`src/rtl/regfile_wb_scheduler_if.sv`:
```
// Bundles the issue, writeback and register-file write-port signals of the
// writeback scheduler. The scheduler takes the slave view and its environment the master view.
interface regfile_wb_scheduler_if #(
  parameter int NUM_REGS = 32,
  parameter int REG_W    = 5,
  parameter int XLEN     = 32
);
  logic                flush;
  logic                issue_valid;
  logic [REG_W-1:0]    issue_rd;
  logic [REG_W-1:0]    issue_rs1;
  logic [REG_W-1:0]    issue_rs2;
  logic                issue_ready;
  logic                alu_wb_valid;
  logic [REG_W-1:0]    alu_wb_rd;
  logic [XLEN-1:0]     alu_wb_data;
  logic                alu_wb_ready;
  logic                mem_wb_valid;
  logic [REG_W-1:0]    mem_wb_rd;
  logic [XLEN-1:0]     mem_wb_data;
  logic                mem_wb_ready;
  logic                rf_we;
  logic [REG_W-1:0]    rf_reg_c;
  logic [XLEN-1:0]     rf_data_c;
  logic [NUM_REGS-1:0] busy_mask;
  logic                wb_unexpected;

  modport slave (
    input  flush, issue_valid, issue_rd, issue_rs1, issue_rs2,
    input  alu_wb_valid, alu_wb_rd, alu_wb_data,
    input  mem_wb_valid, mem_wb_rd, mem_wb_data,
    output issue_ready, alu_wb_ready, mem_wb_ready,
    output rf_we, rf_reg_c, rf_data_c, busy_mask, wb_unexpected
  );

  modport master (
    output flush, issue_valid, issue_rd, issue_rs1, issue_rs2,
    output alu_wb_valid, alu_wb_rd, alu_wb_data,
    output mem_wb_valid, mem_wb_rd, mem_wb_data,
    input  issue_ready, alu_wb_ready, mem_wb_ready,
    input  rf_we, rf_reg_c, rf_data_c, busy_mask, wb_unexpected
  );
endinterface

```
`src/rtl/regfile_wb_scheduler.sv`:
```
// Busy scoreboard, round-robin writeback arbitration and a registered write
// stage in front of the single register file write port.
module regfile_wb_scheduler #(
  parameter int NUM_REGS = 32,
  parameter int REG_W    = 5,
  parameter int XLEN     = 32
) (
  input logic                    clk,
  input logic                    rst_n,
  regfile_wb_scheduler_if.slave  bus
);
  typedef logic [REG_W-1:0] t_register;
  typedef logic [XLEN-1:0]  t_word;
  typedef enum logic {PRI_ALU, PRI_MEM} pri_e;

  pri_e                ptr_q, ptr_d;
  logic [NUM_REGS-1:0] busy_q, busy_d;
  logic                we_q, we_d;
  t_register           reg_q, reg_d;
  t_word               data_q, data_d;
  logic                issue_ok, alu_gnt, mem_gnt;

  // Handshakes are forced low while reset is held.
  always_comb begin
    issue_ok = rst_n & bus.issue_valid & ~busy_q[bus.issue_rs1]
             & ~busy_q[bus.issue_rs2] & ~busy_q[bus.issue_rd];
    alu_gnt  = rst_n & bus.alu_wb_valid & (~bus.mem_wb_valid | (ptr_q == PRI_ALU));
    mem_gnt  = rst_n & bus.mem_wb_valid & (~bus.alu_wb_valid | (ptr_q == PRI_MEM));
  end

  always_comb begin
    busy_d = busy_q;
    ptr_d  = ptr_q;
    we_d   = 1'b0;
    reg_d  = reg_q;
    data_d = data_q;
    // The clear lands on the same edge the register file commits.
    if (we_q) busy_d[reg_q] = 1'b0;
    if (issue_ok && bus.issue_rd != '0) busy_d[bus.issue_rd] = 1'b1;
    if (bus.flush) busy_d = '0;
    busy_d[0] = 1'b0;
    if (alu_gnt) begin
      we_d   = (bus.alu_wb_rd != '0);
      reg_d  = bus.alu_wb_rd;
      data_d = bus.alu_wb_data;
    end else if (mem_gnt) begin
      we_d   = (bus.mem_wb_rd != '0);
      reg_d  = bus.mem_wb_rd;
      data_d = bus.mem_wb_data;
    end
    if (bus.alu_wb_valid && bus.mem_wb_valid)
      ptr_d = (ptr_q == PRI_ALU) ? PRI_MEM : PRI_ALU;
  end

  always_ff @(posedge clk or negedge rst_n) begin
    if (!rst_n) begin
      ptr_q  <= PRI_ALU;
      busy_q <= '0;
      we_q   <= 1'b0;
      reg_q  <= '0;
      data_q <= '0;
    end else begin
      ptr_q  <= ptr_d;
      busy_q <= busy_d;
      we_q   <= we_d;
      reg_q  <= reg_d;
      data_q <= data_d;
    end
  end

  assign bus.issue_ready   = issue_ok;
  assign bus.alu_wb_ready  = alu_gnt;
  assign bus.mem_wb_ready  = mem_gnt;
  assign bus.rf_we         = we_q;
  assign bus.rf_reg_c      = reg_q;
  assign bus.rf_data_c     = data_q;
  assign bus.busy_mask     = busy_q;
  // A flush cycle never reports an unexpected write.
  assign bus.wb_unexpected = we_q & ~busy_q[reg_q] & ~bus.flush;
endmodule

```
`src/flat_wrapper.sv`:
```
// flat-port wrapper written by rule: the top's interface ports become plain ports
module regfile_wb_scheduler_flat 
#(
  parameter int NUM_REGS = 32,
  parameter int REG_W    = 5,
  parameter int XLEN     = 32
)
  (clk, rst_n, bus_flush, bus_issue_valid, bus_issue_rd, bus_issue_rs1, bus_issue_rs2, bus_alu_wb_valid, bus_alu_wb_rd, bus_alu_wb_data, bus_mem_wb_valid, bus_mem_wb_rd, bus_mem_wb_data, bus_issue_ready, bus_alu_wb_ready, bus_mem_wb_ready, bus_rf_we, bus_rf_reg_c, bus_rf_data_c, bus_busy_mask, bus_wb_unexpected);
  regfile_wb_scheduler_if #(.NUM_REGS(NUM_REGS), .REG_W(REG_W), .XLEN(XLEN)) bus_i ();
  input logic clk;
  input logic rst_n;
  input wire logic [$bits(bus_i.flush)-1:0] bus_flush;
  input wire logic [$bits(bus_i.issue_valid)-1:0] bus_issue_valid;
  input wire logic [$bits(bus_i.issue_rd)-1:0] bus_issue_rd;
  input wire logic [$bits(bus_i.issue_rs1)-1:0] bus_issue_rs1;
  input wire logic [$bits(bus_i.issue_rs2)-1:0] bus_issue_rs2;
  input wire logic [$bits(bus_i.alu_wb_valid)-1:0] bus_alu_wb_valid;
  input wire logic [$bits(bus_i.alu_wb_rd)-1:0] bus_alu_wb_rd;
  input wire logic [$bits(bus_i.alu_wb_data)-1:0] bus_alu_wb_data;
  input wire logic [$bits(bus_i.mem_wb_valid)-1:0] bus_mem_wb_valid;
  input wire logic [$bits(bus_i.mem_wb_rd)-1:0] bus_mem_wb_rd;
  input wire logic [$bits(bus_i.mem_wb_data)-1:0] bus_mem_wb_data;
  output wire logic [$bits(bus_i.issue_ready)-1:0] bus_issue_ready;
  output wire logic [$bits(bus_i.alu_wb_ready)-1:0] bus_alu_wb_ready;
  output wire logic [$bits(bus_i.mem_wb_ready)-1:0] bus_mem_wb_ready;
  output wire logic [$bits(bus_i.rf_we)-1:0] bus_rf_we;
  output wire logic [$bits(bus_i.rf_reg_c)-1:0] bus_rf_reg_c;
  output wire logic [$bits(bus_i.rf_data_c)-1:0] bus_rf_data_c;
  output wire logic [$bits(bus_i.busy_mask)-1:0] bus_busy_mask;
  output wire logic [$bits(bus_i.wb_unexpected)-1:0] bus_wb_unexpected;
  assign bus_i.flush = bus_flush;
  assign bus_i.issue_valid = bus_issue_valid;
  assign bus_i.issue_rd = bus_issue_rd;
  assign bus_i.issue_rs1 = bus_issue_rs1;
  assign bus_i.issue_rs2 = bus_issue_rs2;
  assign bus_i.alu_wb_valid = bus_alu_wb_valid;
  assign bus_i.alu_wb_rd = bus_alu_wb_rd;
  assign bus_i.alu_wb_data = bus_alu_wb_data;
  assign bus_i.mem_wb_valid = bus_mem_wb_valid;
  assign bus_i.mem_wb_rd = bus_mem_wb_rd;
  assign bus_i.mem_wb_data = bus_mem_wb_data;
  assign bus_issue_ready = bus_i.issue_ready;
  assign bus_alu_wb_ready = bus_i.alu_wb_ready;
  assign bus_mem_wb_ready = bus_i.mem_wb_ready;
  assign bus_rf_we = bus_i.rf_we;
  assign bus_rf_reg_c = bus_i.rf_reg_c;
  assign bus_rf_data_c = bus_i.rf_data_c;
  assign bus_busy_mask = bus_i.busy_mask;
  assign bus_wb_unexpected = bus_i.wb_unexpected;
  regfile_wb_scheduler #(.NUM_REGS(NUM_REGS), .REG_W(REG_W), .XLEN(XLEN)) u_core (.clk(clk), .rst_n(rst_n), .bus(bus_i));
endmodule
```
`config.mk`:
```
export PLATFORM = sky130hd
export DESIGN_NAME = regfile_wb_scheduler_flat
export DESIGN_NICKNAME = d
export VERILOG_FILES = /design/src/rtl/regfile_wb_scheduler_if.sv /design/src/rtl/regfile_wb_scheduler.sv /design/src/flat_wrapper.sv
export SDC_FILE = /design/constraint.sdc
export NUM_CORES = 1
export LEC_CHECK = 0
export ABC_AREA = 1
export ABC_CLOCK_PERIOD_IN_PS = 1800
export CAP_MARGIN = 40
export CORE_ASPECT_RATIO = 0.5
export CORE_MARGIN = 10
export CORE_UTILIZATION = 46
export CTS_CLUSTER_DIAMETER = 50
export CTS_CLUSTER_SIZE = 30
export DETAILED_ROUTE_END_ITERATION = 7
export PLACE_DENSITY = 0.82
export SYNTH_ARGS = -nofsm -noshare
export SYNTH_HDL_FRONTEND = slang
export SYNTH_SLANG_ARGS = --single-unit
```
`constraint.sdc`:
```
create_clock -name clk -period 1.8 [get_ports clk]
set_input_delay 0.18 -clock clk [delete_from_list [all_inputs] [get_ports clk]]
set_output_delay 0.18 -clock clk [all_outputs]
set_load 0.01 [all_outputs]
```
; ---- Word level (Yosys, flattened, before mapping)
; Index checks and enable logic that the tools add are counted.
[word_totals]
ff_bits = 70
latchBits = 0
mem_bits_rw = 0
romBits = 0
in_bits = 95
out_inout_bits = 74
mem_count = 0
[op_classes]
n_addsub = 0
n_mul = 0
div_mod_pow = 0
magnitude_cmp = 6
n_eq_ne = 0
shifts = 0
muxes = 22
bitwise = 23
reduce_logical = 8
[ops]
columns = cell, count
row1 = two-way mux 32 bit, 5
row2 = AND 32 bit, 1
row3 = NOT 32 bit, 1
row4 = OR 32 bit, 1
row5 = less-than comparator 5 x 6 -> 1 bit (second input constant), 4
row6 = binary-select mux 1 bit (select 5 bit), 4
row7 = nonzero test 5 bit, 3
row8 = AND 1 bit, 10
row9 = demux 1 bit (select 5 bit), 2
row10 = >= comparator 5 x 1 -> 1 bit (second input constant), 2
row11 = two-way mux 5 bit, 2
row12 = two-way mux 1 bit, 9
row13 = NOT 1 bit, 8
row14 = logical AND 1 bit, 4
row15 = OR 1 bit, 2
row16 = nonzero test 2 bit, 1

; ---- Depth between registers and ports, before layout
[logic_depth]
ltp_word = 10
mapped_depth = 15

; ---- Worst setup path before layout
; No wires, ideal clock.
[synth_path]
kind = reg2out
startpoint = reg u_core.reg_q[1], in the netlist u_core.bus.rf_reg_c[1]
endpoint = out bus_wb_unexpected
arrival_time_ps = 1350
required_time_ps = 1620
slack_ps = 270
stages_incl_launch_ff = 7
path_buffers = 0
path_cell_list = dfrtp_1 -> nor2_1 -> a22oi_1 -> o221ai_1 -> nand2_1 -> nand4_1 -> nor3_1
[synth_between]
elab_chain_cells = 5
[synth_lines]
columns = element, line
row1 = "start, declared", regfile_wb_scheduler.sv:19  ; t_register reg_q, reg_d;
row2 = "start signal, assigned", regfile_wb_scheduler.sv:66  ; reg_q <= reg_d;
row3 = binary-select mux 1 bit (select 5 bit), regfile_wb_scheduler.sv:79  ; assign bus.wb_unexpected = we_q & ~busy_q[reg_q] & ~bus.flush;
row4 = two-way mux 1 bit (implied by the code), regfile_wb_scheduler.sv:79
row5 = NOT 1 bit, regfile_wb_scheduler.sv:79
row6 = AND 1 bit (2 in series), regfile_wb_scheduler.sv:79
row7 = "end, declared", flat_wrapper.sv:30  ; output wire logic [$bits(bus_i.wb_unexpected)-1:0] bus_wb_unexpected;
; Every way passes these cells. The select of a mux whose other input is x is not followed.

; ---- Worst setup path in the final report
[layout_path]
startpoint = reg u_core.busy_q[5], in the netlist u_core.bus.busy_mask[5]
endpoint = reg u_core.busy_q[28], in the netlist u_core.bus.busy_mask[28]
[layout_between]
elab_chain_cells = 9
elab_cells_between_ends = 15
[layout_lines]
columns = element, line
row1 = "start, declared", regfile_wb_scheduler.sv:17  ; logic [NUM_REGS-1:0] busy_q, busy_d;
row2 = "start signal, assigned", regfile_wb_scheduler.sv:64  ; busy_q <= busy_d;
row3 = binary-select mux 1 bit (select 5 bit), regfile_wb_scheduler.sv:25  ; issue_ok = rst_n & bus.issue_valid & ~busy_q[bus.issue_rs1]
row4 = two-way mux 1 bit (implied by the code), regfile_wb_scheduler.sv:25
row5 = NOT 1 bit, regfile_wb_scheduler.sv:25
row6 = AND 1 bit, regfile_wb_scheduler.sv:25
row7 = AND 1 bit, regfile_wb_scheduler.sv:26  ; & ~busy_q[bus.issue_rs2] & ~busy_q[bus.issue_rd];
row8 = AND 1 bit *, regfile_wb_scheduler.sv:26
row9 = logical AND 1 bit *, regfile_wb_scheduler.sv:39  ; if (issue_ok && bus.issue_rd != '0) busy_d[bus.issue_rd] = 1'b1;
row10 = two-way mux 32 bit *, regfile_wb_scheduler.sv:39
row11 = two-way mux 32 bit *, regfile_wb_scheduler.sv:40  ; if (bus.flush) busy_d = '0;
row12 = via u_core.busy_d[28], regfile_wb_scheduler.sv:17
; The timed path passes the listed nets; every way through them passes the cells marked *. The select of a mux whose other input is x is not followed.
; A chain may end at the register's enable or synchronous reset.

==> impl_metrics.toml <==
[floorplan]
die_w_um = 164.1
die_h_um = 92.07
die_area_um2 = 15110
core_area_um2 = 10180
ios = 169
start_util_pct = 46.93
row_count = 26

[cells_and_area]
synthToLayoutAreaGrowth_pct = 67.35
nets = 1092
drive_gt1_share_pct = 22.16
final_common_cell = "nand2_1"
layout_common_cells = "210 x nand2_1, 160 x clkdlybuf4s50_1, 115 x nand3_1, 107 x buf_4, 58 x inv_1"
num_antenna_cells = 0
fin_cells = 1142
final_area_um2 = 7996

[timing]
final-setup-viol-count = 35
slew-limit-headroom_pct = 47.01
setup_tns_ns = -5.246
worst_slew_pin_slew_ns = 0.7948
finalCriticalPeriod_ns = 2.062
rsz0062_at_grt = "yes"
hold_viol = 0
layout_setup_ws_ns = -0.2624
max_freq_mhz = 484.9
drv_slew = 0
fin_crit_sh_pct = 114.6
clock_skew_ns = 0.01279

[yosys]
ys_ff_latch = 70
syn_area_per_cell_um2 = 6.546
postSynthNetCount = 825
netlist_instances = 730
yosysWarnings = 0
ys_seq_area_share_pct = 36.66
netlist_area_um2 = 4778
ys_types = 31

[placed_design]
finalWeightedCongestion = 0.9892
post-place-cells = 1104
placed_cell_area_um2 = 7253
dp_hpwl_mm = 16.21
io_buffer_count = 167

[clocking]
numCtsBuffers = 9
path_clk_slew_ns = 0.07
htreeDepth = 3
clockRootBuffer = "clkbuf_16"
clk_path_buf_depth = 2
cts_tree = "yes"
insertion_delay_ns = 0.35
clock_sinks = 70

[detailed_routing]
routed_wl_mm = 24.05
drc = 1
drt-pass1-iter-count = 8
wl_per_cell_um = 21.06
initialDrtViolationCount = 1081
drt-vias-per-instance = 5.826
ant_nets = 0
via_count = 6653

[worst_setup_path]
critPathArrivalTime_ns = 2.32
cp-end-kind = "register"
crit_fanout = 8
cp_data_required_time_ns = 2.06
crit_type = "register to register"
crit_path_start_kind = "register"

[pwr]
power_density_nw_per_um2 = 811.1
ir_worst_vdd_mv = 0.5698
p_leak_nw = 3.594

[hold_path]
hp-class = "primary input to asynchronous set/reset pin"

[grt]
grtUsageTotal_pct = 29.02
grt_pass1_vias = 6466
top_usage_layer = "met2"
antenna_found_initial = 0
grt_max_degree = 62
grt.met2_usage_pct = 46.07
use_met1_pct = 33.89
overflow = 0
grt_pass1_wl_mm = 35.00
gr-usage-met3_pct = 12.44

[outcome]
run_status = "finished with violations"
violations = "DRC, setup timing"

[flow_run]
max_cap_violations = 0
==> worst paths after layout <==
kind	start	to	slack, ns	cells past startpoint
hold reg to reg	u_core.bus.rf_data_c[22]	u_core.bus.rf_data_c[22]	0.51	2
setup / recovery	u_core.bus.busy_mask[5]	u_core.bus.busy_mask[28]	-0.26	14
setup reg to reg	u_core.bus.busy_mask[5]	u_core.bus.busy_mask[28]	-0.26	14
max in group asynchronous	rst_n	u_core.bus.rf_data_c[4]	0.92	3
hold / removal	rst_n	u_core.bus.busy_mask[6]	0.23	3
min in group clk	bus_alu_wb_data[28]	u_core.bus.rf_data_c[28]	0.40	3
==> cell families (layout without fill, tap and decap cells) <==
logic type | after synthesis | in the layout | share of synthesized area, %
xor gates and xnor gates | 1 | 1 | 0.1833
other | 1 | 1 | 0.07848
and+or+nand+nor | 432 | 433 | 39.85
buffers and inverters | 117 | 388 | 10.92
AOI/OAI and AO/OA | 109 | 109 | 12.31
DFF | 70 | 70 | 36.66
==> cell type report <==
cell class / instances / area [um^2]
Fill cell: 726 / 2186
Timing Repair Buffer: 294 / 2780
Clock inverter: 6 / 86.33
Sequential cell: 70 / 1774
Tap cell: 140 / 175.2
Multi-Input combinational cell: 544 / 2654
Inverter: 78 / 297.8
Clock buffer: 10 / 229.0
==> state kept, by name, indices dropped and copies added, names as in the netlist <==
signal                flops
u_core.bus.busy_mask     31
u_core.bus.rf_we          1
u_core.bus.rf_reg_c       5
u_core.ptr_q              1
u_core.bus.rf_data_c     32
==> cells in the mapped netlist, drive strengths merged <==
master	number	area share (%)
o21ai	57	6.0
buf	24	3.6
inv	78	6.1
xor2	1	0.18
o211ai	2	0.31
o22ai	7	0.92
clkbuf	15	1.2
nand2	220	17
o2111ai	1	0.18
a22oi	2	0.31
nor3	18	1.9
nand4	33	4.5
o41ai	1	0.18
o221ai	3	0.55
dfrtp	70	37
a21oi	35	3.7
nor2	42	3.6
conb	1	0.078
a31oi	1	0.13
nand3	119	13
==> per-layer routing <==
metal | routed length (um) | vias up
li1 | - | 2961
met3 | 3515 | 127
met5 | 0 | -
met2 | 10620 | 522
met1 | 8731 | 3043
met4 | 1183 | 0
==> worst max-delay path: stages (launching register included) <==
cell     delay [ns]
dfrtp_1        0.39
buf_4          0.15
inv_4          0.08
nand2_1        0.06
nand3_1        0.08
nand3_1        0.08
nand3_1        0.07
nand2_1        0.05
nand2_1        0.09
nand2_4        0.07
buf_6          0.13
nor2_4         0.21
buf_12         0.17
nand4_1        0.16
a21oi_2        0.18
==> where the power goes <==
group	total, mW	internal [mW]	leakage (nW)	switching (mW)
combinational	2.50	1.20	2.56	1.29
sequential	2.07	1.85	0.879	0.222
clock	1.91	1.21	0.152	0.703
==> stage by stage <==
| stage | utilization (%) | setup slack [ns] | hold slack (ns) | total power, mW |
|---|---|---|---|---|
| 2_1_floorplan | - | 0.2701 | -0.1156 | 2.940 |
| 6_report | 78.53 | -0.2624 | 0.2290 | 6.486 |
| 5_1_grt | 78.53 | -0.3051 | 0.2934 | 6.715 |
| 4_1_cts | 76.21 | -0.1062 | 0.2652 | 6.294 |
| 3_5_place_dp | 71.23 | -0.7175 | 0.1982 | 4.308 |
| 3_3_place_gp | 71.23 | -0.6066 | 0.1920 | 4.262 |
==> repair_timing <==
item / 4_1_cts / 5_1_grt
hold buffers: 1 / 0
endpoints found under the setup margin: 33 / 35
resized for setup: 63 / 43
pin swaps: 14 / 17
buffers inserted: 12 / 5
endpoints found under the hold margin: 9 / 0
gates cloned: 1 / 3
Power figures use the tool's default switching activity.
